==> src/rtl/ifu_line_fetch_pkg.sv <==
// Shared types and constants for the IFU line-fetch front end.
package ifu_line_fetch_pkg;

  typedef enum logic [1:0] {
    ST_IDLE  = 2'd0,
    ST_AR    = 2'd1,
    ST_FILL  = 2'd2,
    ST_DRAIN = 2'd3
  } state_e;

  localparam logic [1:0] RESP_OKAY   = 2'b00;
  localparam logic [1:0] RESP_EXOKAY = 2'b01;
  localparam logic [1:0] RESP_SLVERR = 2'b10;
  localparam logic [1:0] RESP_DECERR = 2'b11;

  localparam logic [31:0] FLASH_BASE = 32'h3000_0000;
  localparam logic [31:0] SDRAM_BASE = 32'h8000_0000;

endpackage

==> src/rtl/ifu_line_fetch.sv <==
// One-line instruction buffer in front of an AXI4 read master: 1-cycle hits,
// one INCR burst per miss, optional forwarding of the requested beat.
module ifu_line_fetch
  import ifu_line_fetch_pkg::*;
#(
  parameter int ADDR_W     = 32,
  parameter int LINE_WORDS = 4,
  parameter bit BYPASS     = 1'b1
) (
  input  logic              clock,
  input  logic              reset,
  input  logic              pc_valid,
  output logic              pc_ready,
  input  logic [ADDR_W-1:0] pc_addr,
  input  logic              flush,
  output logic              inst_valid,
  output logic [31:0]       inst_data,
  output logic              inst_err,
  output logic              arvalid,
  input  logic              arready,
  output logic [ADDR_W-1:0] araddr,
  output logic [7:0]        arlen,
  input  logic              rvalid,
  output logic              rready,
  input  logic [31:0]       rdata,
  input  logic [1:0]        rresp,
  input  logic              rlast
);

  localparam int IDX_W = $clog2(LINE_WORDS);
  localparam int OFF_W = IDX_W + 2;
  localparam int TAG_W = ADDR_W - OFF_W;
  localparam logic [IDX_W-1:0] LAST_IDX = IDX_W'(LINE_WORDS - 1);

  state_e            state_q, state_d;
  logic              line_valid_q, line_valid_d;
  logic [TAG_W-1:0]  tag_q, tag_d;
  logic [IDX_W-1:0]  idx_q, idx_d;
  logic [IDX_W-1:0]  beat_cnt_q, beat_cnt_d;
  logic              err_sticky_q, err_sticky_d;
  logic              full_q, full_d;
  logic              arvalid_q, arvalid_d;
  logic              rready_q, rready_d;
  logic              inst_valid_q, inst_valid_d;
  logic              inst_err_q, inst_err_d;
  logic [31:0]       inst_data_q, inst_data_d;
  logic [31:0]       line_q [LINE_WORDS];
  logic [31:0]       line_d [LINE_WORDS];

  logic [TAG_W-1:0]  pc_tag;
  logic [IDX_W-1:0]  pc_idx;
  logic              beat, berr, hit_now, missed;

  assign pc_tag  = pc_addr[ADDR_W-1:OFF_W];
  assign pc_idx  = pc_addr[OFF_W-1:2];
  assign beat    = rvalid & rready_q;
  assign berr    = err_sticky_q | (rresp != RESP_OKAY);
  // full_q marks that the last slot is written; further beats are overflow.
  assign hit_now = ~full_q & (beat_cnt_q == idx_q);
  assign missed  = ~full_q & (beat_cnt_q < idx_q);

  assign pc_ready   = (state_q == ST_IDLE) & ~flush;
  assign arvalid    = arvalid_q;
  assign araddr     = {tag_q, {OFF_W{1'b0}}};
  assign arlen      = 8'(LINE_WORDS - 1);
  assign rready     = rready_q;
  assign inst_valid = inst_valid_q;
  assign inst_err   = inst_err_q;
  assign inst_data  = inst_data_q;

  always_comb begin
    state_d      = state_q;
    line_valid_d = line_valid_q;
    tag_d        = tag_q;
    idx_d        = idx_q;
    beat_cnt_d   = beat_cnt_q;
    err_sticky_d = err_sticky_q;
    full_d       = full_q;
    arvalid_d    = arvalid_q;
    inst_valid_d = 1'b0;
    inst_err_d   = 1'b0;
    inst_data_d  = inst_data_q;
    line_d       = line_q;

    case (state_q)
      ST_IDLE: begin
        if (flush) begin
          line_valid_d = 1'b0;
        end else if (pc_valid) begin
          if (pc_addr[1:0] != 2'b00) begin
            inst_valid_d = 1'b1;
            inst_err_d   = 1'b1;
            inst_data_d  = 32'h0;
          end else if (line_valid_q && (pc_tag == tag_q)) begin
            inst_valid_d = 1'b1;
            inst_data_d  = line_q[pc_idx];
          end else begin
            state_d      = ST_AR;
            line_valid_d = 1'b0;
            tag_d        = pc_tag;
            idx_d        = pc_idx;
            arvalid_d    = 1'b1;
          end
        end
      end

      ST_AR: begin
        if (arready) begin
          arvalid_d    = 1'b0;
          beat_cnt_d   = '0;
          err_sticky_d = 1'b0;
          full_d       = 1'b0;
          state_d      = flush ? ST_DRAIN : ST_FILL;
        end else if (flush) begin
          state_d = ST_DRAIN;
        end
      end

      ST_FILL: begin
        if (beat) begin
          err_sticky_d = berr;
          if (!full_q) begin
            line_d[beat_cnt_q] = rdata;
            if (beat_cnt_q == LAST_IDX) full_d = 1'b1;
            else                        beat_cnt_d = beat_cnt_q + 1'b1;
          end
          if (flush) begin
            // A flush on the final beat has nothing left to drain.
            state_d = rlast ? ST_IDLE : ST_DRAIN;
          end else begin
            if (BYPASS && hit_now) begin
              inst_valid_d = 1'b1;
              inst_err_d   = berr;
              inst_data_d  = rdata;
            end
            if (rlast) begin
              state_d      = ST_IDLE;
              line_valid_d = ~berr & ~full_q & (beat_cnt_q == LAST_IDX);
              if (missed) begin
                inst_valid_d = 1'b1;
                inst_err_d   = 1'b1;
                inst_data_d  = 32'h0;
              end else if (!BYPASS) begin
                inst_valid_d = 1'b1;
                inst_err_d   = berr;
                inst_data_d  = hit_now ? rdata : line_q[idx_q];
              end
            end
          end
        end else if (flush) begin
          state_d = ST_DRAIN;
        end
      end

      ST_DRAIN: begin
        line_valid_d = 1'b0;
        if (arvalid_q) begin
          if (arready) arvalid_d = 1'b0;
        end else if (beat && rlast) begin
          state_d = ST_IDLE;
        end
      end

      default: state_d = ST_IDLE;
    endcase

    rready_d = (state_d == ST_FILL) || (state_d == ST_DRAIN);
  end

  always_ff @(posedge clock) begin
    if (reset) begin
      state_q      <= ST_IDLE;
      line_valid_q <= 1'b0;
      tag_q        <= '0;
      idx_q        <= '0;
      beat_cnt_q   <= '0;
      err_sticky_q <= 1'b0;
      full_q       <= 1'b0;
      arvalid_q    <= 1'b0;
      rready_q     <= 1'b0;
      inst_valid_q <= 1'b0;
      inst_err_q   <= 1'b0;
      inst_data_q  <= 32'h0;
      for (int i = 0; i < LINE_WORDS; i++) line_q[i] <= 32'h0;
    end else begin
      state_q      <= state_d;
      line_valid_q <= line_valid_d;
      tag_q        <= tag_d;
      idx_q        <= idx_d;
      beat_cnt_q   <= beat_cnt_d;
      err_sticky_q <= err_sticky_d;
      full_q       <= full_d;
      arvalid_q    <= arvalid_d;
      rready_q     <= rready_d;
      inst_valid_q <= inst_valid_d;
      inst_err_q   <= inst_err_d;
      inst_data_q  <= inst_data_d;
      line_q       <= line_d;
    end
  end

endmodule
==> config.mk <==
export PLATFORM = sky130hd
export DESIGN_NAME = ifu_line_fetch
export DESIGN_NICKNAME = d
export VERILOG_FILES = /design/src/rtl/ifu_line_fetch_pkg.sv /design/src/rtl/ifu_line_fetch.sv
export SDC_FILE = /design/constraint.sdc
export NUM_CORES = 1
export LEC_CHECK = 0
export ABC_AREA = 1
export BUFFER_PORTS_ARGS = -buffer_cell sky130_fd_sc_hd__buf_4
export CORE_MARGIN = 1
export CORE_UTILIZATION = 45
export CTS_BUF_LIST = sky130_fd_sc_hd__clkbuf_16
export DETAILED_ROUTE_END_ITERATION = 10
export PLACE_DENSITY = 0.65
export SETUP_SLACK_MARGIN = 0.5
export SLEW_MARGIN = 20
export SYNTH_ARGS = -nofsm -noshare
export SYNTH_HDL_FRONTEND = slang
export SYNTH_SLANG_ARGS = --single-unit
export TNS_END_PERCENT = 1
==> constraint.sdc <==
create_clock -name clock -period 2.6 [get_ports clock]
set_clock_uncertainty 0.15 [all_clocks]
set_input_delay 0.13 -clock clock [delete_from_list [all_inputs] [get_ports clock]]
set_output_delay 0.13 -clock clock [all_outputs]
set_load 0.01 [all_outputs]
==> flow_metrics.py, run 1 <==
metrics = {
    "sta": {
        "unrepaired_setup_endpoints_after_global_routing": "yes",
        "fmaxAchievable_mhz": 483,
        "fin_crit_sh": 0.796,
        "fin_hold_viols": 0,
        "maxSlewHeadroom": 0.539,
        "finalSetupViolations": 0,
        "tightestPinTransition_ns": 0.691,
        "worst_case_setup_margin_in_the_final_layout_ns": 0.531,
        "setup_total_negative_slack_ns": 0,
        "whs_ns": 0.0731,
        "timing_max_transition_violations_final": 0,
        "period_minus_slack_ns": 2.07,
    },
    "detailed_routing": {
        "met1_length_mm": 12.8,
        "routedWlPerCell_um": 15.5,
        "met2_length_mm": 13.3,
        "drc_errors": 1,
        "routed-via-count": 9601,
        "met3WireLength_mm": 1.79,
        "route.top_layer_used": "met4",
        "number_of_detailed_routing_iterations_run_before_antenna_repair": 8,
        "detail_route.wirelength_mm": 28.4,
        "via_per_inst": 5.23,
        "route.antenna.remaining_nets": 0,
        "drt-initial-drc-count": 770,
    },
    "job": {
        "maxcap_violations": 0,
    },
    "floorplanning": {
        "design.core.area_um2": 21000,
        "initial_core_utilization": 0.457,
        "row_count": 53,
        "top_level_ports": 150,
        "dieArea_um2": 21900,
        "die_h_um": 148,
        "die_x_um": 148,
    },
    "final_layout": {
        "mostFrequentLayoutCells": "243 x o21ai_0, 236 x a21oi_1, 199 x dfxtp_1, 193 x nand2_1, 190 x inv_1",
        "multiInputGateArea_um2": 4400,
        "syn_to_final_growth_pct": 28.8,
        "antenna_cells": 0,
        "ff_latch_area_um2": 4030,
        "post_layout_nonfiller_instances": 1835,
        "fillerInstances": 2014,
        "share_of_final_layout_standard_cells_stronger_than_drive_strength_1": 0.145,
        "most_common_cell_after_layout_fill_and_taps_aside": "o21ai_0",
        "final_net_count": 1625,
    },
    "outcome": {
        "violations": "design-rule violations",
        "status": "complete, but fails checks",
    },
    "setup_path": {
        "timing_worst_setup_path_type": "register to register",
        "worst_r2r_path_depth": 12,
        "timing.reg2reg.setup_slack_ns": 0.53,
        "worst_setup_sp_type": "register",
        "cp.arrival_ns": 2.31,
        "worstSetupEndpointType": "register",
        "reg2reg_to": "inst_data[4]",
        "crit_required_ns": 2.84,
        "worst_r2r_startpoint": "beat_cnt_q[0]",
        "path_max_fanout": 22,
    },
    "yosys": {
        "synth_largest_type_area_fraction": 0.420,
        "post_synth_inst_count": 1379,
        "ys_seq_area_frac": 0.420,
        "synth_enable_flop_cells": 0,
        "total_standard_cell_area_after_synthesis_um2": 9580,
        "post_synth_simple_gate_area": 0.147,
        "synth_compound_gate_area_share": 0.288,
        "synth_cell_types": 39,
        "synth-seq-cells": 201,
        "ys_async_sr_fraction": 0,
        "ys_dominant_reg_cell": "dfxtp_1",
        "yosysWarnings": 0,
        "synth_area_per_cell_um2": 6.95,
        "dominant_combinational_cell_family_by_area_after_synthesis": "compound AO/OA/AOI/OAI gates",
        "post-synth-top-area-cell": "dfxtp_1",
        "synth_xor_area_frac": 0.00823,
        "biggest_area_contributors_in_the_synthesized_netlist": "dfxtp_1 42%, o21ai_0 13%, a21oi_1 12%",
        "yosys.area_share.adder": 0.00783,
        "post_synth_mux_area_share": 0,
    },
    "global_route": {
        "globalRouteOverflowTotal": 0,
        "largest_net_degree_at_the_start_of_global_routing": 69,
        "number_of_antenna_violations_at_the_first_check_in_global_routing": 0,
        "grt_pass1_wl_mm": 44.7,
        "grt.total_usage": 0.249,
        "via_count_of_the_first_global_routing_pass": 8821,
    },
    "hold_path": {
        "hold_path_end": "rready",
        "hold_depth": 6,
        "hold_class": "input port to register",
        "holdCritStartpoint": "rlast",
    },
    "cts": {
        "worstSkewPairLatency_ns": 0.51,
        "cts.htree.levels": 1,
        "cts_clk_pin_slew_worst_paths_ns": 0.06,
        "numCtsBuffers": 23,
        "ctsRootBufferMaster": "clkbuf_16",
        "clock-sinks": 201,
        "cts-root-to-sink-buffers": 3,
        "cts_tree": "built",
    },
    "place": {
        "place.port_buffers": 137,
        "place_ws_ns": 0.517,
        "gp_congestion": 0.860,
        "place.detailed.hpwl_mm": 16.0,
        "dpl.cell_count": 1721,
    },
    "power": {
        "ir_drop_mv": 0.387,
        "powerDensity_nw_per_um2": 594,
        "total_power_mw": 7.33,
        "leakage_nw": 4.88,
    },
}
==> worst max-delay path, cell delays in order, from the launching register on <==
cell	delay, ns
dfxtp_2	0.34
inv_1	0.09
ha_1	0.30
nand3_2	0.10
clkinvlp_4	0.09
buf_12	0.15
clkbuf_16	0.19
nand2_1	0.07
o21ai_0	0.08
a22oi_1	0.17
nand3_1	0.09
nand2_1	0.06
a21oi_1	0.04
==> routing by layer <==
metal / vias to the layer above / track usage
met3: 41 / 0.0386
met5: - / 0
li1: 4851 / -
met1: 4402 / 0.332
met4: 0 / 0.0608
met2: 307 / 0.422
==> worst max path at each step <==
| stage | start | endpoint | depth (start not counted) |
|---|---|---|---|
| after floorplan | beat_cnt_q[0] | inst_data[10] | 12 |
| after global routing | idx_q[1] | inst_data[31] | 12 |
| after detailed placement | tag_q[21] | tag_q[20] | 14 |
| final | beat_cnt_q[0] | inst_data[4] | 12 |
| after CTS | tag_q[21] | inst_data[31] | 13 |
| after global placement | tag_q[21] | tag_q[18] | 14 |
==> synthesized netlist by cell type (3+ instances only) <==
cell type and number:
nor2_2 4, a22oi_1 32, a211oi_1 4, nand3_2 4, nor2_1 55, buf_1 3, nand3_1 71, xnor2_1 7
nand2_1 194, o21ai_0 244, dfxtp_1 201, clkbuf_1 67, buf_4 14, inv_1 185, buf_2 24, a21oi_1 236
ha_1 6, inv_2 3
==> metrics by stage <==
step / instance area, um^2 / utilization
floorplan: 9620 / -
global placement: 10800 / 0.513
detailed placement: 10800 / 0.513
CTS: 12100 / 0.579
global route: 12300 / 0.589
finish: 12300 / 0.589
==> state kept, by name, indices dropped and copies added, names as in the netlist, 2 cells and up <==
name / count
beat_cnt_q: 2
idx_q: 2
inst_data: 32
line_q: 128
state_q: 2
tag_q: 28
==> logic make-up (layout without fill, tap and decap cells) <==
family                   Yosys count  after routing
AND/OR/NAND/NOR                  335            335
other                              2             12
AO/OA/AOI/OAI                    525            525
flip-flops                       201            201
buffers and inverters            301            472
adder cells (fa/ha/maj)            6              6
XOR/XNOR                           9              9
==> repair_timing <==
item | 4_1_cts | 5_1_grt
gates resized for setup | 1 | 22
hold endpoints to repair | 169 | 0
setup buffers | 0 | 2
pin swaps | 0 | 2
hold buffers | 68 | 0
cloned | 0 | 5
endpoints found under the setup margin | 3 | 103
==> final cells by class <==
class / instances / share of cell area
flip-flops and latches: 201 / 0.326
clock inverters: 16 / 0.00963
well taps: 275 / 0.0279
multi-input cells: 887 / 0.357
repair buffers: 243 / 0.174
clock buffers: 23 / 0.0466
inverters: 190 / 0.0584
==> where the power goes <==
group          internal (mW)  switching, mW  total (mW)
registers               3.15         0.0482        3.20
clock network           1.79           1.25        3.04
logic                  0.477          0.622        1.10
total                   5.41           1.92        7.33
Note: power is estimated with default switching activity, not from simulation.
==> inputs of run 2 (changes only) <==
--- a/config.mk
+++ b/config.mk
@@ -5,13 +5,13 @@
 export SDC_FILE = /design/constraint.sdc
 export NUM_CORES = 1
 export LEC_CHECK = 0
-export ABC_AREA = 1
+export ABC_AREA = 0
 export BUFFER_PORTS_ARGS = -buffer_cell sky130_fd_sc_hd__buf_4
 export CORE_MARGIN = 1
 export CORE_UTILIZATION = 45
 export CTS_BUF_LIST = sky130_fd_sc_hd__clkbuf_16
 export DETAILED_ROUTE_END_ITERATION = 10
-export PLACE_DENSITY = 0.65
+export PLACE_DENSITY = 0.67
 export SETUP_SLACK_MARGIN = 0.5
 export SLEW_MARGIN = 20
 export SYNTH_ARGS = -nofsm -noshare
==> constraint.sdc (replaced) <==
create_clock -name clock -period 1.8 [get_ports clock]
set_clock_uncertainty 0.15 [all_clocks]
set_input_delay 0.09 -clock clock [delete_from_list [all_inputs] [get_ports clock]]
set_output_delay 0.09 -clock clock [all_outputs]
set_load 0.01 [all_outputs]
==> run 2 against run 1 <==
- the run ends with negative hold slack, negative setup slack left
- routed wire length grew 3.6%
- design area is 9.3% higher
- core utilization up 5.0 points
- combinational power shrank 5%
- flip-flop and latch count stayed put
- critical path type unchanged
==> flow_metrics.py, run 2 <==
metrics = {
    "yosys": {
        "synth_cell_types": 47,
        "post_synth_inst_count": 1149,
        "biggest_area_contributors_in_the_synthesized_netlist": "dfxtp_1 42%, nand2_1 10%, a21oi_1 8.7%",
        "synth_area_per_cell_um2": 8.43,
        "synth_xor_area_frac": 0.0235,
        "ys_async_sr_fraction": 0,
        "synth_top_cells_by_count": "266 x nand2_1, 201 x dfxtp_1, 169 x a21oi_1",
        "yosysWarnings": 0,
        "cell_with_the_most_instances_after_synthesis": "nand2_1",
        "ys_dominant_reg_cell": "dfxtp_1",
        "post-synth-top-area-cell": "dfxtp_1",
        "dominant_combinational_cell_family_by_area_after_synthesis": "simple AND/OR/NAND/NOR gates",
        "synth-seq-cells": 201,
        "total_standard_cell_area_after_synthesis_um2": 9690,
        "ys_seq_area_frac": 0.415,
        "synth_largest_type_area_fraction": 0.415,
        "post_synth_mux_area_share": 0.141,
        "synth_enable_flop_cells": 0,
        "yosys.area_share.adder": 0.00775,
        "synth_compound_gate_area_share": 0.153,
        "post_synth_simple_gate_area": 0.200,
    },
    "final_layout": {
        "mostFrequentLayoutCells": "231 x nand2_1, 183 x dfxtp_1, 170 x buf_4, 162 x a21oi_1",
        "largest_register_ffs": 128,
        "share_of_final_layout_standard_cells_stronger_than_drive_strength_1": 0.279,
        "syn_to_final_growth_pct": 39.2,
        "final_net_count": 1452,
        "regMostFlops": "line_q",
        "most_common_cell_after_layout_fill_and_taps_aside": "nand2_1",
        "antenna_cells": 0,
    },
    "power": {
        "total_power_mw": 9.96,
        "leakage_nw": 4.90,
        "powerDensity_nw_per_um2": 739,
        "ir_drop_mv": 0.748,
    },
    "detailed_routing": {
        "drt-initial-drc-count": 563,
        "routedWlPerCell_um": 17.7,
        "detail_route.wirelength_mm": 29.5,
        "routed-via-count": 9168,
        "via_per_inst": 5.51,
        "route.antenna.remaining_nets": 0,
        "drc_errors": 0,
        "number_of_detailed_routing_iterations_run_before_antenna_repair": 5,
    },
    "setup_path": {
        "worst_setup_sp_type": "register",
        "timing.reg2reg.setup_slack_ns": -0.12,
        "worstSetupEndpointType": "register",
        "timing_worst_setup_path_type": "register to register",
        "crit_required_ns": 2.04,
        "path_max_fanout": 9,
        "cp.arrival_ns": 2.16,
    },
    "cts": {
        "number_of_hold_repair_buffers_added_at_the_cts_stage": 72,
        "numCtsBuffers": 23,
        "cts_tree": "built",
        "cts.htree.levels": 1,
        "cts-root-to-sink-buffers": 3,
        "worstSkewPairLatency_ns": 0.50,
        "ctsRootBufferMaster": "clkbuf_16",
        "cts_clk_pin_slew_worst_paths_ns": 0.06,
        "clock-sinks": 201,
    },
    "sta": {
        "worst_case_setup_margin_in_the_final_layout_ns": -0.118,
        "fmaxAchievable_mhz": 521,
        "period_minus_slack_ns": 1.92,
        "fin_hold_viols": 2,
        "unrepaired_setup_endpoints_after_global_routing": "yes",
        "timing_max_transition_violations_final": 0,
        "whs_ns": -0.125,
        "finalSetupViolations": 63,
        "fin_crit_sh": 1.07,
    },
    "global_route": {
        "globalRouteOverflowTotal": 0,
        "largest_net_degree_at_the_start_of_global_routing": 88,
        "grt_pass1_wl_mm": 46.4,
        "grt.total_usage": 0.264,
        "number_of_antenna_violations_at_the_first_check_in_global_routing": 0,
        "via_count_of_the_first_global_routing_pass": 8899,
    },
    "place": {
        "place.detailed.hpwl_mm": 17.5,
        "place.port_buffers": 137,
        "gp_congestion": 0.769,
    },
    "floorplanning": {
        "die_x_um": 149,
        "initial_core_utilization": 0.459,
        "row_count": 53,
        "die_h_um": 149,
        "dieArea_um2": 22100,
        "top_level_ports": 150,
        "design.core.area_um2": 21100,
    },
    "outcome": {
        "violations": "negative hold slack, negative setup slack",
        "status": "complete, but fails checks",
    },
    "hold_path": {
        "hold_class": "input port to register",
    },
    "job": {
        "maxcap_violations": 0,
    },
}
[run 2: changes by cell type after synthesis, sizes merged, moves of 41 or more]
cell,change
inv,-184
o21ai,-177
nand2,+72
nand2b,+71
a21oi,-67
mux2i,+64
nor2,-41
[run 2: per-layer routing]
layer / routed length, um / track usage
met1: 12400 / 0.333
met2: 14600 / 0.461
met3: 1710 / 0.0337
met4: 732 / 0.0918
met5: 0 / 0
[run 2: critical path: stages (launching register included)]
cell and delay [ns]:
dfxtp_4 0.36, xnor2_2 0.15, nand4_1 0.13, nor3_2 0.24, nand4_2 0.15, and3b_2 0.30, buf_12 0.17, mux2i_2 0.14
[run 2: cell type report]
type	count	area (um^2)
repair buffers	301	2940
clock inverters	17	124
inverters	5	18.8
fillers	1712	7600
multi-input cells	841	5430
flip-flops and latches	201	4050
clock buffers	23	576
well taps	275	344
[run 2: final timing paths]
path / from / to / depth (start not counted)
worst min-delay path: rresp[1] / line_valid_q / 3
worst max register to register: tag_q[2] / tag_q[25] / 7
worst max-delay path: tag_q[2] / tag_q[25] / 7
worst min register to register: line_q[47] / line_q[47] / 2
[run 2: logic make-up (layout without fill, tap and decap cells)]
logic type	Yosys count	after routing
adders and majority gates	6	6
other	2	12
and+or+nand+nor	424	424
muxes	96	96
DFF	201	201
AOI/OAI and AO/OA	277	277
xor gates and xnor gates	26	26
buffers and inverters	117	346
[run 2: power breakdown]
part           internal (mW)  leakage [nW]  total [mW]  switching (mW)
logic                  0.524          2.91        1.04           0.520
clock network           2.59         0.369        4.43            1.83
registers               4.47          1.63        4.49          0.0198
total                   7.59          4.90        9.96            2.37
[run 2: metrics by stage]
stage               cell area, um^2   util  TNS, ns  setup slack [ns]  instances
floorplan                      9740      -    -2.29           -0.0633       1159
global placement              11500  0.546    -7.10            -0.116       1546
detailed placement            11500  0.546   -11.53            -0.148       1546
CTS                           13300  0.630    -3.12           -0.0831       1661
global route                  13500  0.639   -12.32            -0.242       1663
finish                        13500  0.639    -4.65            -0.118       1663
[run 2: what timing repair did]
action                     4_1_cts  5_1_grt
hold endpoints to repair       200        2
setup buffers                    2        1
gates cloned                     1        1
setup endpoints to repair      230      236
gates resized for setup        116       41
pin swaps                       84       22
